## src/rtl/round_robin_arbiter_4.sv

```systemverilog
// Four-requester round-robin arbiter with a registered grant index, a per-owner
// hold limit and zero-bubble handover between owners.
module round_robin_arbiter_4 #(
  parameter int unsigned MAX_HOLD_CYCLES  = 16,
  parameter int unsigned HOLD_COUNT_WIDTH = 8
) (
  input  logic       Clock_In,
  input  logic       Reset_In,
  input  logic       Enable_In,
  input  logic [3:0] Request_In,
  output logic       Grant_Valid_Out,
  output logic [1:0] Grant_Index_Out,
  output logic       Grant_0_Out,
  output logic       Grant_1_Out,
  output logic       Grant_2_Out,
  output logic       Grant_3_Out,
  output logic       Timeout_Out
);

  typedef enum logic {
    ST_IDLE    = 1'b0,
    ST_GRANTED = 1'b1
  } state_e;

  localparam logic [HOLD_COUNT_WIDTH-1:0] HOLD_MAX = HOLD_COUNT_WIDTH'(MAX_HOLD_CYCLES);
  localparam logic [HOLD_COUNT_WIDTH-1:0] HOLD_ONE = HOLD_COUNT_WIDTH'(1);

  state_e                      state_q, state_d;
  logic [1:0]                  last_q, last_d;
  logic [1:0]                  idx_q, idx_d;
  logic [HOLD_COUNT_WIDTH-1:0] hold_q, hold_d;
  logic                        timeout_q, timeout_d;

  logic [3:0] handover_mask;
  logic [2:0] pick_req;
  logic [2:0] pick_handover;
  logic       owner_req;
  logic       at_limit;
  logic [3:0] grant_vec;

  // Returns {found, winner}: first set bit scanning last+1 .. last+4 (mod 4).
  function automatic logic [2:0] rr_pick(input logic [3:0] mask, input logic [1:0] last);
    logic       found;
    logic [1:0] win;
    logic [1:0] cand;
    found = 1'b0;
    win   = 2'd0;
    for (int k = 1; k <= 4; k++) begin
      cand = last + 2'(k);
      if (!found && mask[cand]) begin
        found = 1'b1;
        win   = cand;
      end
    end
    return {found, win};
  endfunction

  // The owner's own bit is excluded so a released owner cannot immediately win again.
  assign owner_req     = Request_In[idx_q];
  assign handover_mask = Request_In & ~(4'b0001 << idx_q);
  assign pick_req      = rr_pick(Request_In, last_q);
  assign pick_handover = rr_pick(handover_mask, idx_q);
  assign at_limit      = (hold_q >= HOLD_MAX);

  always_ff @(posedge Clock_In) begin
    if (Reset_In) begin
      state_q   <= ST_IDLE;
      last_q    <= 2'd3;
      idx_q     <= 2'd0;
      hold_q    <= '0;
      timeout_q <= 1'b0;
    end else begin
      state_q   <= state_d;
      last_q    <= last_d;
      idx_q     <= idx_d;
      hold_q    <= hold_d;
      timeout_q <= timeout_d;
    end
  end

  always_comb begin
    state_d   = state_q;
    last_d    = last_q;
    idx_d     = idx_q;
    hold_d    = hold_q;
    timeout_d = 1'b0;
    case (state_q)
      ST_IDLE: begin
        if (Enable_In && pick_req[2]) begin
          state_d = ST_GRANTED;
          idx_d   = pick_req[1:0];
          hold_d  = HOLD_ONE;
        end
      end
      ST_GRANTED: begin
        if (Enable_In && owner_req && !at_limit) begin
          hold_d = hold_q + HOLD_ONE;
        end else begin
          // Disable wins over timeout, so the pulse needs Enable_In high.
          last_d    = idx_q;
          timeout_d = Enable_In && owner_req;
          if (Enable_In && pick_handover[2]) begin
            idx_d  = pick_handover[1:0];
            hold_d = HOLD_ONE;
          end else begin
            state_d = ST_IDLE;
            idx_d   = 2'd0;
            hold_d  = '0;
          end
        end
      end
      default: begin
        state_d = ST_IDLE;
        idx_d   = 2'd0;
        hold_d  = '0;
      end
    endcase
  end

  always_comb begin
    Grant_Valid_Out = (state_q == ST_GRANTED);
    Grant_Index_Out = idx_q;
    Timeout_Out     = timeout_q;
  end

  for (genvar gi = 0; gi < 4; gi++) begin : g_grant
    assign grant_vec[gi] = Grant_Valid_Out && (idx_q == 2'(gi));
  end

  assign Grant_0_Out = grant_vec[0];
  assign Grant_1_Out = grant_vec[1];
  assign Grant_2_Out = grant_vec[2];
  assign Grant_3_Out = grant_vec[3];

endmodule

```

## config.mk

```make
export PLATFORM = sky130hd
export DESIGN_NAME = round_robin_arbiter_4
export DESIGN_NICKNAME = d
export VERILOG_FILES = /design/src/rtl/round_robin_arbiter_4.sv
export SDC_FILE = /design/constraint.sdc
export NUM_CORES = 1
export LEC_CHECK = 0
export BUFFER_PORTS_ARGS = -buffer_cell sky130_fd_sc_hd__buf_2
export CORE_UTILIZATION = 55
export CTS_CLUSTER_SIZE = 30
export DETAILED_ROUTE_END_ITERATION = 8
export MAX_ROUTING_LAYER = met4
export PLACE_DENSITY = 0.77
export SLEW_MARGIN = 20
export SYNTH_ARGS = -nofsm -noshare
export SYNTH_HDL_FRONTEND = slang
export SYNTH_SLANG_ARGS = --single-unit
```

## constraint.sdc

```tcl
create_clock -name Clock_In -period 3.6 [get_ports Clock_In]
set_clock_uncertainty 0.2 [all_clocks]
set_input_delay 0.36 -clock Clock_In [delete_from_list [all_inputs] [get_ports Clock_In]]
set_output_delay 0.36 -clock Clock_In [all_outputs]
set_load 0.02 [all_outputs]
```

==> results of run 1 <==
registers in the layout, summed over array words and instances, names as in the netlist:
| signal | flops |
|---|---|
| last_q | 2 |
| Timeout_Out | 1 |
| Grant_Valid_Out | 1 |
| hold_q | 8 |
| Grant_Index_Out | 2 |
worst min path at each step:
stage          slack [ns]                              end  depth (start not counted)              startpoint
6_report             0.21           hold_q[1]$_SDFFE_PP0P_                          2                Reset_In
5_1_grt              0.21  Grant_Index_Out[0]$_SDFFE_PP0P_                          2                Reset_In
4_1_cts              0.21  Grant_Index_Out[0]$_SDFFE_PP0P_                          2                Reset_In
3_5_place_dp         0.25           hold_q[7]$_SDFFE_PP0P_                          1  hold_q[7]$_SDFFE_PP0P_
3_3_place_gp         0.25           hold_q[4]$_SDFFE_PP0P_                          2  hold_q[4]$_SDFFE_PP0P_
2_1_floorplan        0.23           hold_q[5]$_SDFFE_PP0P_                          1  hold_q[5]$_SDFFE_PP0P_
cell families (layout without fill, tap and decap cells):
family | count (synthesis) | after routing | synth area share, %
adders and majority gates | 6 | 6 | 7.41
and+or+nand+nor | 53 | 53 | 30.4
muxes | 7 | 7 | 8.27
buffers and inverters | 11 | 25 | 4.81
AOI/OAI and AO/OA | 33 | 33 | 21.5
DFF | 14 | 14 | 27.7
worst max-delay path: stages (launching register included):
cell      delay [ns]
dfxtp_1         0.64
inv_2           0.18
ha_1            0.25
nand2b_1        0.22
mux2i_1         0.33
nor4_1          0.13
a211oi_2        0.38
and3_4          0.25
a211oi_2        0.06
layout make-up:
class	instances	area, µm²	share of cell area (%)
Multi-Input combinational cell	99	684	60.6
Sequential cell	14	280	24.8
Timing Repair Buffer	14	70.1	6.21
Clock buffer	4	36.3	3.22
Tap cell	25	31.3	2.77
Inverter	7	26.3	2.33
synthesized netlist by cell type, drive strengths merged:
library cell  count  area share (%)
mux2i             5             4.9
mux2              1             1.1
clkbuf            2            0.74
or3b              1            0.86
nand3             3             1.5
o211ai            1            0.74
o21ai             8             3.9
buf               2             1.5
mux4              1             2.2
nor4              2             1.2
and3              2             1.7
nor3b             1            0.74
nor2b             2             1.2
inv               7             2.6
a21o              1            0.74
nand3b            2             2.7
a211o             3             2.6
o22ai             2             1.2
and2              7             4.3
or3               1            0.62
dfxtp            14              28
nand2            11             4.1
a41oi             1            0.86
nor2             10             3.7
a21oi            11             5.8
a211oi            3             3.2
ha                6             7.4
or4               1            0.74
nand2b            6             4.0
a22oi             2             1.5
nor4b             2             1.7
a311oi            1            0.86
nand4             2             1.2
through the flow:
| stage | area [µm²] | instances |
|---|---|---|
| finish | 1130 | 163 |
| CTS | 1130 | 163 |
| detailed placement | 1090 | 159 |
| global placement | 1090 | 159 |
| global route | 1130 | 163 |
| floorplan | 1010 | 124 |
power groups by stage:
stage | clock network (mW) | registers [mW] | logic [mW]
after detailed placement | 0 | 0.187 | 0.145
after CTS | 0.115 | 0.184 | 0.146
after global routing | 0.121 | 0.187 | 0.161
after floorplan | 0 | 0.181 | 0.118
after global placement | 0 | 0.187 | 0.140
final | 0.111 | 0.185 | 0.147
per-layer routing:
layer / GRT usage [%] / vias up / wire length [µm]
met5: - / - / 0
met1: 30.9 / 452 / 1070
met3: 3.20 / 4 / 63
li1: - / 478 / -
met2: 42.6 / 19 / 1150
met4: 12.7 / 0 / 37
cell usage in the layout (no fill, tap or decap), types with 3 or more instances in the layout:
master / netlist / final
a211o_1: 3 / 3
o21ai_0: 7 / 7
nor2_1: 10 / 10
nand2b_1: 5 / 5
ha_1: 6 / 6
dfxtp_1: 14 / 14
and2_1: 7 / 7
mux2i_1: 5 / 5
nand3_1: 3 / 3
inv_1: 6 / 6
a21oi_1: 10 / 10
nand2_1: 11 / 11
clkbuf_4: 0 / 3
buf_2: 0 / 14
==> implementation parameters, run 1 <==
Parameter                              Value

Outcome
  Outcome ... finished clean

Routing
  Vias per cell ... 5.85
  Detailed-router iteration count before antenna repair ... 4
  Routed Antenna Nets ... 0
  Vias post-DR ... 953
  Final routed wirelength across all metal layers ... 2330 µm
  Wire length per cell after detailed routing ... 14.3 µm
  DRC violation total after the first TritonRoute iteration ... 22
  Post-route DRC violation count ... 0

CTS
  Quantity of gates resized following cts ... 0
  TritonCTS clock tree ... built
  Number of buffers inserted by post-CTS setup repair ... 0
  Count of hold buffers inserted by post-cts repair ... 0
  Buffer cell driving the clock tree root ... clkbuf_4
  Clock insertion delay at the later pin of the skew report ... 0.28 ns
  Clock tree buffer depth ... 2
  Number of buffers inserted during clock tree synthesis ... 3
  Clock net sink count ... 14
  Number of H-tree levels ... 1
  Clk pin slew, worst setup/hold paths ... 0.08 ns

Die
  Count of pins on the block boundary ... 15
  Die area ... 2020 µm²
  Placeable core region ... 1730 µm²
  Initial core utilization ... 58.7%
  Number of rows created at floorplan ... 15
  Vertical die dimension ... 44.9 µm
  Die Span X ... 44.9 µm

Finish
  Final core utilization ... 65.4%
  Total of fill cells in the finished design ... 149
  Antenna diode count ... 0
  Post-layout nets ... 152
  Area added between synthesis and finish ... 11.4%
  Fraction of final layout cells sized beyond drive strength 1 ... 19.6%

Synthesis
  Syn Area/Cell ... 8.17 µm²
  Sequential fraction of the synthesis area ... 27.7%
  Post-synthesis register bit count ... 14
  Syn_nets ... 137
  Number of unique standard cell types used by synthesis ... 40
  Cells after Synth ... 124
  Summed instance area of the synthesized netlist ... 1010 µm²
  Warning count from the yosys run ... 0

Timing
  Shortest clock period the worst path allows after layout ... 2.75 ns
  Worst-case headroom to the max-slew limit ... 63.5%
  Unrepaired setup endpoints after global routing ... false
  Setup slack after layout ... 0.851 ns
  Fin crit share ... 76.4%
  Count of pins over their slew limit ... 0
  Final-report setup violation count ... 0
  Hold violation count in the final report ... 0
  Achievable Freq ... 364 MHz
  Worst Hold Margin ... 0.208 ns
  Final TNS setup ... 0 ns
  Actual slew at the worst max-slew pin ... 0.540 ns

Pwr
  Internal cell power ... 288 µW
  Clock Power Share ... 25.0%
  Pleak ... 0.494 nW
  Pwr per Cell Area ... 392 nW/µm²
  Fraction of power consumed by sequential logic ... 41.8%
  Switching share of total power ... 34.9%
  Part of the total power dissipated in combinational logic ... 33.2%
  Overall power ... 442 µW
  Largest vdd supply drop ... 243 µV
  Net Switching ... 154 µW

Global routing
  Global-route wire length before repair ... 3700 µm
  Via count of the first global-routing pass ... 858
  Maximum number of pins on one net before global-route repair ... 14
  Antenna violations before repair ... 0
  Gr ovfl total ... 0
  Overall fraction of global-route tracks in use ... 25.8%

Critical path
  Destination of the worst register-to-register timing path ... Grant_Index_Out[0]$_SDFFE_PP0P_
  Worst setup endpoint ... Grant_Index_Out[0]$_SDFFE_PP0P_
  CP Data Required Time ... 3.57 ns
  Beginning of the worst register-to-register path ... Grant_Index_Out[0]$_SDFFE_PP0P_
  Slack of the worst reg-to-reg path ... 0.85 ns
  Crit start category ... flip-flop
  Type of element capturing the critical path ... flip-flop
  Critical path arrival ... 2.72 ns
  Critical setup path kind ... reg2reg
  Start point of the critical path ... Grant_Index_Out[0]$_SDFFE_PP0P_
  Number of cell instances on the worst register-to-register path ... 8
  Critical-path maximum fanout ... 13

Place
  Post-detailed-placement half-perimeter wirelength ... 1740 µm
  Port Buffers ... 14
  Routability congestion estimate from global placement ... 0.936
  Setup WS pre-CTS ... 0.918 ns

Run
  Count of max-cap constraint violations ... 0

Hold path
  Type of the most critical hold path ... in2reg
Power figures use the tool's default switching activity.
==> run 2: changes to the inputs <==
--- a/config.mk
+++ b/config.mk
@@ -5,12 +5,13 @@
 export SDC_FILE = /design/constraint.sdc
 export NUM_CORES = 1
 export LEC_CHECK = 0
+export ABC_AREA = 1
 export BUFFER_PORTS_ARGS = -buffer_cell sky130_fd_sc_hd__buf_2
-export CORE_UTILIZATION = 55
+export CORE_UTILIZATION = 52
 export CTS_CLUSTER_SIZE = 30
 export DETAILED_ROUTE_END_ITERATION = 8
 export MAX_ROUTING_LAYER = met4
-export PLACE_DENSITY = 0.77
+export PLACE_DENSITY = 0.75
 export SLEW_MARGIN = 20
 export SYNTH_ARGS = -nofsm -noshare
 export SYNTH_HDL_FRONTEND = slang
==> constraint.sdc (replaced) <==
create_clock -name Clock_In -period 2.44 [get_ports Clock_In]
set_clock_uncertainty 0.2 [all_clocks]
set_input_delay 0.244 -clock Clock_In [delete_from_list [all_inputs] [get_ports Clock_In]]
set_output_delay 0.244 -clock Clock_In [all_outputs]
set_load 0.02 [all_outputs]
==> run 2 against run 1 <==
Sequential share of layout area decreased by 5.4 points. Sequential power increased by 77%. Critical path depth increased by 4. Fmax increased by 24%. Non-clock buffer count increased by 2. Clock power increased by 50%. Combinational power increased to 6.9 times the previous value. Cell count increased by 49%. Largest power group is now combinational logic. Largest cell class unchanged. Total power increased to 3.4 times the previous value. Area after synthesis increased by 30%.
==> implementation parameters, run 2 <==
Parameter                              Value

Timing
  Final TNS setup ... 0 ns (unchanged)
  Worst-case headroom to the max-slew limit ... 74.6% (was 63.5%)
  Shortest clock period the worst path allows after layout ... 2.21 ns (was 2.75 ns)
  Setup slack after layout ... 0.230 ns (was 0.851 ns)
  Unrepaired setup endpoints after global routing ... false (unchanged)
  Hold violation count in the final report ... 0 (unchanged)
  Worst Hold Margin ... 0.0705 ns (was 0.208 ns)
  Fin crit share ... 90.6% (was 76.4%)
  Count of pins over their slew limit ... 0 (unchanged)
  Actual slew at the worst max-slew pin ... 0.377 ns (was 0.540 ns)
  Final-report setup violation count ... 0 (unchanged)
  Achievable Freq ... 453 MHz (was 364 MHz)

CTS
  Clock tree buffer depth ... 2 (unchanged)
  Number of buffers inserted during clock tree synthesis ... 3 (unchanged)
  Clock net sink count ... 14 (unchanged)
  Buffer cell driving the clock tree root ... clkbuf_4 (unchanged)
  Count of hold buffers inserted by post-cts repair ... 0 (unchanged)
  TritonCTS clock tree ... built (unchanged)
  Number of H-tree levels ... 1 (unchanged)
  Quantity of gates resized following cts ... 0 (unchanged)
  Clock insertion delay at the later pin of the skew report ... 0.28 ns (about the same)
  Number of buffers inserted by post-CTS setup repair ... 0 (unchanged)
  Clk pin slew, worst setup/hold paths ... 0.08 ns (about the same)

Routing
  Final routed wirelength across all metal layers ... 2720 µm (was 2330 µm)
  Routed Antenna Nets ... 0 (unchanged)
  Detailed-router iteration count before antenna repair ... 4 (unchanged)
  Vias post-DR ... 1,304 (was 953)
  Vias per cell ... 5.37 (was 5.85)
  Wire length per cell after detailed routing ... 11.2 µm (was 14.3 µm)
  DRC violation total after the first TritonRoute iteration ... 38 (was 22)
  Post-route DRC violation count ... 0 (unchanged)

Die
  Initial core utilization ... 57.2% (was 58.7%)
  Count of pins on the block boundary ... 15 (unchanged)
  Vertical die dimension ... 52.3 µm (was 44.9 µm)
  Number of rows created at floorplan ... 17 (was 15)
  Placeable core region ... 2300 µm² (was 1730 µm²)
  Die area ... 2730 µm² (was 2020 µm²)
  Die Span X ... 52.3 µm (was 44.9 µm)

Finish
  Highest-count cells in the layout ignoring fill and taps ... nand2_1 (42), nand3_1 (30), inv_1 (27) (was dfxtp_1 (14), buf_2 (14), nand2_1 (11))
  Register area ... 280 µm² (unchanged)
  Area of all placed cells without fillers ... 1440 µm² (was 1130 µm²)
  Area added between synthesis and finish ... 9.42% (was 11.4%)
  Antenna diode count ... 0 (unchanged)
  Fraction of final layout cells sized beyond drive strength 1 ... 31.2% (was 19.6%)
  Total of fill cells in the finished design ... 218 (was 149)
  Max FFs per register ... 8 (unchanged)
  Non-filler instance count after layout ... 243 (was 163)
  Most common cell after layout, fill and taps aside ... nand2_1
  Post-layout nets ... 229 (was 152)
  Register with the highest flop count ... hold_q (unchanged)
  Final core utilization ... 62.6% (was 65.4%)
  Multi-input gate area ... 862 µm² (was 684 µm²)

Critical path
  Critical path arrival ... 2.19 ns (was 2.72 ns)
  Cells along the critical path ... inv_6, ha_1, inv_1, nand3_2, nand2_2, nand3_2, nand2_1, nand2_2, nand2_2, nand3_2, nor2_1, nor2_2 (was inv_2, ha_1, nand2b_1, mux2i_1, nor4_1, a211oi_2, and3_4, a211oi_2)
  Slowest cell on the critical path ... dfxtp_1 (unchanged)
  Slack of the worst reg-to-reg path ... 0.23 ns (was 0.85 ns)
  Number of cell instances on the worst register-to-register path ... 12 (was 8)
  Number of buffer and inverter instances along the worst setup path ... 2 (was 1)
  CP Data Required Time ... 2.42 ns (was 3.57 ns)
  Worst stage delay on the critical path ... 0.55 ns (was 0.64 ns)
  Critical setup path kind ... reg2reg (unchanged)
  Critical-path maximum fanout ... 9 (was 13)
  Crit start category ... flip-flop (unchanged)
  Type of element capturing the critical path ... flip-flop (unchanged)
  Kind of cell with the highest combined delay on the critical path ... simple AND/OR/NAND/NOR gates (was flip-flops)
  Destination of the worst register-to-register timing path ... Grant_Index_Out[0]$_SDFFE_PP0P_ (unchanged)
  Beginning of the worst register-to-register path ... Grant_Index_Out[0]$_SDFFE_PP0P_ (unchanged)

Synthesis
  Sequential fraction of the synthesis area ... 21.3% (was 27.7%)
  Post-synth ARST share ... 0% (unchanged)
  Most instantiated library cell after synthesis ... nand2_1 (was dfxtp_1)
  Syn Area/Cell ... 6.61 µm² (was 8.17 µm²)
  Warning count from the yosys run ... 0 (unchanged)
  Summed instance area of the synthesized netlist ... 1320 µm² (was 1010 µm²)
  Synth cell count leaders ... nand2_1 (42), nand3_1 (30), inv_1 (27) (was dfxtp_1 (14), nand2_1 (11), a21oi_1 (10), nor2_1 (10))
  Cell type with the highest aggregate area in the netlist ... dfxtp_1 (unchanged)
  Post-synthesis register bit count ... 14 (unchanged)
  Prevailing post-synth register cell ... dfxtp_1 (unchanged)
  Cells after Synth ... 199 (was 124)
  Syn_nets ... 212 (was 137)
  Count of flip-flops with a built-in enable after synthesis ... 0 (unchanged)
  Cell types with the largest area share after synthesis ... dfxtp_1 (21%), nand2_1 (12%), nand3_1 (11%) (was dfxtp_1 (28%), ha_1 (7.4%), a21oi_1 (4.9%))
  Share of Yosys cell area claimed by the top area cell type ... 21.3% (was 27.7%)
  Number of unique standard cell types used by synthesis ... 27 (was 40)

Place
  Setup WS pre-CTS ... 0.250 ns (was 0.918 ns)
  Routability congestion estimate from global placement ... 0.841 (was 0.936)
  Post-detailed-placement half-perimeter wirelength ... 2190 µm (was 1740 µm)
  Port Buffers ... 14 (unchanged)
  Area after DPL ... 1400 µm² (was 1090 µm²)
  Placed cells ... 239 (was 159)

Hold path
  Hold Path Stages ... 3 (was 2)
  Type of the most critical hold path ... in2reg (unchanged)
  Min-Delay Endpoint ... Timeout_Out$_SDFF_PP0_ (was hold_q[1]$_SDFFE_PP0P_)
  Worst Min Path Start ... Enable_In (was Reset_In)

Global routing
  Via count of the first global-routing pass ... 1,066 (was 858)
  Maximum number of pins on one net before global-route repair ... 13 (was 14)
  Antenna violations before repair ... 0 (unchanged)
  Gr ovfl total ... 0 (unchanged)
  Overall fraction of global-route tracks in use ... 22.7% (was 25.8%)
  Global-route wire length before repair ... 4460 µm (was 3700 µm)

Pwr
  Overall power ... 1.51 mW (was 442 µW)
  Largest vdd supply drop ... 754 µV (was 243 µV)
  Pleak ... 0.753 nW (was 0.494 nW)
  Pwr per Cell Area ... 1050 nW/µm² (was 392 nW/µm²)

Run
  Count of max-cap constraint violations ... 0 (unchanged)

Outcome
  Outcome ... finished clean (unchanged)
## run 2: changes by cell type after synthesis, moves of 5 or more
cell,before,now
nand3_1,3,30
mux2i_1,5,0
nand2_1,11,42
and2_1,7,0
nand2b_1,5,0
nand3_2,0,7
nand2_4,0,5
inv_1,6,27
nand2_2,0,17
## run 2: worst max path at each step
stage | from | to | slack, ns | depth (start not counted)
floorplan | Grant_Index_Out[0]$_SDFFE_PP0P_ | Grant_Index_Out[0]$_SDFFE_PP0P_ | 0.29 | 13
global placement | Grant_Index_Out[0]$_SDFFE_PP0P_ | Grant_Index_Out[0]$_SDFFE_PP0P_ | 0.35 | 12
detailed placement | Grant_Index_Out[0]$_SDFFE_PP0P_ | Grant_Index_Out[0]$_SDFFE_PP0P_ | 0.25 | 12
CTS | Grant_Index_Out[0]$_SDFFE_PP0P_ | Grant_Index_Out[0]$_SDFFE_PP0P_ | 0.24 | 12
global route | Grant_Index_Out[0]$_SDFFE_PP0P_ | Grant_Index_Out[0]$_SDFFE_PP0P_ | 0.07 | 12
finish | Grant_Index_Out[0]$_SDFFE_PP0P_ | Grant_Index_Out[0]$_SDFFE_PP0P_ | 0.23 | 12
## run 2: where the power goes
group	switching [mW]	leakage [nW]	internal [mW]
sequential	0.0633	0.114	0.264
combinational	0.663	0.618	0.349
clock	0.0751	0.0210	0.0908
## run 2: layer usage
metal | vias to the layer above | GRT usage (%) | routed length, µm | share of wire, %
met2 | 27 | 35.9 | 1290 | 47
met1 | 596 | 28.4 | 1310 | 48
met5 | - | - | 0 | 0
met4 | 0 | 7.46 | 29 | 1.1
met3 | 6 | 5.22 | 97 | 3.6
li1 | 675 | - | - | -
## run 2: cell type report
cell class	count	area share, %
clock buffers	4	2.52
flip-flops and latches	14	19.5
multi-input cells	147	59.9
repair buffers	16	5.91
inverters	34	9.74
well taps	28	2.43
## run 2: kinds of logic (layout without fill, tap and decap cells)
group	Yosys count	count (layout)	share of synthesized area, %
AO/OA/AOI/OAI	23	23	11.5
adder cells (fa/ha/maj)	6	6	5.71
buffers and inverters	38	54	13.1
flip-flops	14	14	21.3
AND/OR/NAND/NOR	118	118	48.3
## run 2: worst reg2reg max path, cell delays in order, from the launching register on
cell and delay [ns]:
dfxtp_1 0.55, inv_6 0.09, ha_1 0.36, inv_1 0.13, nand3_2 0.10, nand2_2 0.12, nand3_2 0.09, nand2_1 0.08
nand2_2 0.09, nand2_2 0.07, nand3_2 0.06, nor2_1 0.13, nor2_2 0.05
==> run 3: changes to the inputs <==
--- a/config.mk
+++ b/config.mk
@@ -12,6 +12,8 @@
 export DETAILED_ROUTE_END_ITERATION = 8
 export MAX_ROUTING_LAYER = met4
 export PLACE_DENSITY = 0.75
+export RECOVER_POWER = 50
+export SETUP_SLACK_MARGIN = 0.15
 export SLEW_MARGIN = 20
 export SYNTH_ARGS = -nofsm -noshare
 export SYNTH_HDL_FRONTEND = slang
==> run 3 against run 2 <==
Worst setup slack improved by 0.11 ns. Cell count unchanged. Core utilization decreased by 0.82 points. Design area decreased by 1.3%. Critical path type unchanged. Sequential power about the same. Critical path depth unchanged. Non-clock buffer count unchanged. Die area unchanged.
==> implementation parameters, run 3 (synthesis gave the netlist of run 2 again) <==
Parameter                              Value

Routing
  Vias per cell ... 5.29 (was 5.37)
  Final routed wirelength across all metal layers ... 2740 µm (was 2720 µm)
  Routed Antenna Nets ... 0 (unchanged)
  Wire length per cell after detailed routing ... 11.3 µm (was 11.2 µm)
  Vias post-DR ... 1,285 (was 1,304)
  DRC violation total after the first TritonRoute iteration ... 41 (was 38)
  Post-route DRC violation count ... 0 (unchanged)
  Detailed-router iteration count before antenna repair ... 4 (unchanged)

Die
  Placeable core region ... 2300 µm² (unchanged)
  Vertical die dimension ... 52.3 µm (unchanged)
  Count of pins on the block boundary ... 15 (unchanged)
  Number of rows created at floorplan ... 17 (unchanged)
  Die area ... 2730 µm² (unchanged)
  Initial core utilization ... 57.2% (unchanged)
  Die Span X ... 52.3 µm (unchanged)

Finish
  Register area ... 282 µm² (was 280 µm²)
  Area of all placed cells without fillers ... 1420 µm² (was 1440 µm²)
  Antenna diode count ... 0 (unchanged)
  Register with the highest flop count ... hold_q (unchanged)
  Multi-input gate area ... 852 µm² (was 862 µm²)
  Max FFs per register ... 8 (unchanged)
  Total of fill cells in the finished design ... 223 (was 218)
  Area added between synthesis and finish ... 7.99% (was 9.42%)
  Highest-count cells in the layout ignoring fill and taps ... nand2_1 (42), nand3_1 (31), inv_1 (27) (was nand2_1 (42), nand3_1 (30), inv_1 (27))
  Fraction of final layout cells sized beyond drive strength 1 ... 27.9% (was 31.2%)
  Most common cell after layout, fill and taps aside ... nand2_1 (unchanged)
  Post-layout nets ... 229 (unchanged)

Timing
  Final-report setup violation count ... 0 (unchanged)
  Hold violation count in the final report ... 0 (unchanged)
  Fin crit share ... 85.9% (was 90.6%)
  Setup slack after layout ... 0.343 ns (was 0.230 ns)
  Unrepaired setup endpoints after global routing ... false (unchanged)
  Shortest clock period the worst path allows after layout ... 2.10 ns (was 2.21 ns)
  Achievable Freq ... 477 MHz (was 453 MHz)
  Actual slew at the worst max-slew pin ... 0.365 ns (was 0.377 ns)
  Final TNS setup ... 0 ns (unchanged)
  Worst-case headroom to the max-slew limit ... 75.4% (was 74.6%)
  Count of pins over their slew limit ... 0 (unchanged)

Critical path
  Critical setup path kind ... reg2reg (unchanged)
  Beginning of the worst register-to-register path ... Grant_Index_Out[0]$_SDFFE_PP0P_ (unchanged)
  Type of element capturing the critical path ... flip-flop (unchanged)
  Slack of the worst reg-to-reg path ... 0.34 ns (was 0.23 ns)
  CP Data Required Time ... 2.42 ns (about the same)
  Crit start category ... flip-flop (unchanged)
  Critical path arrival ... 2.08 ns (was 2.19 ns)
  Critical-path maximum fanout ... 9 (unchanged)
  Destination of the worst register-to-register timing path ... Grant_Index_Out[0]$_SDFFE_PP0P_ (unchanged)
  Number of cell instances on the worst register-to-register path ... 12 (unchanged)

CTS
  TritonCTS clock tree ... built (unchanged)
  Buffer cell driving the clock tree root ... clkbuf_4 (unchanged)
  Number of buffers inserted during clock tree synthesis ... 3 (unchanged)
  Number of H-tree levels ... 1 (unchanged)
  Clock net sink count ... 14 (unchanged)
  Clock insertion delay at the later pin of the skew report ... 0.28 ns (about the same)
  Clock tree buffer depth ... 2 (unchanged)
  Clk pin slew, worst setup/hold paths ... 0.08 ns (about the same)

Run
  Count of max-cap constraint violations ... 0 (unchanged)

Place
  Post-detailed-placement half-perimeter wirelength ... 2190 µm (unchanged)
  Port Buffers ... 14 (unchanged)
  Area after DPL ... 1400 µm² (unchanged)
  Setup WS pre-CTS ... 0.250 ns (unchanged)
  Routability congestion estimate from global placement ... 0.841 (unchanged)

Global routing
  Gr ovfl total ... 0 (unchanged)
  Maximum number of pins on one net before global-route repair ... 13 (unchanged)
  Overall fraction of global-route tracks in use ... 22.7% (unchanged)
  Via count of the first global-routing pass ... 1,066 (unchanged)
  Antenna violations before repair ... 0 (unchanged)
  Global-route wire length before repair ... 4460 µm (unchanged)

Pwr
  Part of the total power dissipated in combinational logic ... 66.8% (was 67.3%)
  Switching share of total power ... 53.7% (was 53.2%)
  Pleak ... 0.724 nW (was 0.753 nW)
  Pwr per Cell Area ... 1050 nW/µm² (about the same)
  Largest vdd supply drop ... 751 µV (was 754 µV)
  Internal cell power ... 690 µW (was 704 µW)
  Fraction of power consumed by sequential logic ... 22.1% (was 21.7%)
  Clock Power Share ... 11.1% (was 11.0%)
  Net Switching ... 799 µW (was 801 µW)

Hold path
  Type of the most critical hold path ... in2reg (unchanged)
  Min-Delay Endpoint ... Timeout_Out$_SDFF_PP0_ (unchanged)
  Worst Min Path Start ... Enable_In (unchanged)
  Hold Path Stages ... 3 (unchanged)

Outcome
  Outcome ... finished clean (unchanged)
[run 3: cell types whose count changed in the layout (fill, tap and decap cells not counted)]
cell,change
o211ai_2,-1
buf_2,-5
buf_4,-1
nand3_1,+1
clkbuf_1,+6
nand3_2,-1
dfxtp_2,+1
o211ai_1,+1
dfxtp_1,-1
[run 3: how the worst max path moves through the flow]
stage | startpoint | end | slack (ns) | cells past startpoint
after floorplan | Grant_Index_Out[0]$_SDFFE_PP0P_ | Grant_Index_Out[0]$_SDFFE_PP0P_ | 0.29 | 13
after global placement | Grant_Index_Out[0]$_SDFFE_PP0P_ | Grant_Index_Out[0]$_SDFFE_PP0P_ | 0.35 | 12
after detailed placement | Grant_Index_Out[0]$_SDFFE_PP0P_ | Grant_Index_Out[0]$_SDFFE_PP0P_ | 0.25 | 12
after CTS | Grant_Index_Out[0]$_SDFFE_PP0P_ | Grant_Index_Out[0]$_SDFFE_PP0P_ | 0.24 | 12
after global routing | Grant_Index_Out[0]$_SDFFE_PP0P_ | Grant_Index_Out[0]$_SDFFE_PP0P_ | 0.20 | 12
final | Grant_Index_Out[0]$_SDFFE_PP0P_ | Grant_Index_Out[0]$_SDFFE_PP0P_ | 0.34 | 12
[run 3: area by class of cell]
type                            instances  share of cell area (%)
Inverter                               34                    9.87
Clock buffer                            4                    2.56
Sequential cell                        14                    19.8
Timing Repair Buffer                   16                    5.29
Multi-Input combinational cell        147                    60.0
Tap cell                               28                    2.47
[run 3: power groups by stage]
stage	clock, mW	sequential [mW]	combinational [mW]
after floorplan	0	0.329	0.824
after global placement	0	0.330	0.975
after detailed placement	0	0.332	1.00
after CTS	0.172	0.327	1.01
after global routing	0.186	0.337	1.09
final	0.166	0.329	0.995
[run 3: worst max-delay path, cell delays in order, from the launching register on]
cell     delay, ns
dfxtp_2       0.45
inv_6         0.07
ha_1          0.35
inv_1         0.13
nand3_2       0.10
nand2_2       0.12
nand3_2       0.10
nand2_1       0.09
nand2_2       0.09
nand2_2       0.07
nand3_2       0.06
nor2_1        0.13
nor2_2        0.05
[run 3: routing by layer]
metal | vias up | track usage [%] | wire (µm)
li1 | 676 | - | -
met1 | 586 | 28.4 | 1340
met2 | 19 | 35.9 | 1300
met3 | 4 | 5.22 | 72
met4 | 0 | 7.46 | 27
met5 | - | - | 0
[run 3: metrics by stage]
step,total power [mW],hold WS [ns],util (%),std cells
final,1.49,0.0662,61.8,243
after global routing,1.62,0.0748,61.8,243
after CTS,1.51,0.0631,62.6,243
after detailed placement,1.34,0.234,61.1,239
after global placement,1.30,0.230,61.1,239
after floorplan,1.15,0.185,-,199
[run 3: repair_timing]
action	CTS	global route
setup endpoints to repair	0	2
hold endpoints to repair	0	0
buffers inserted	0	0
gates resized for setup	0	1
hold buffers	0	0
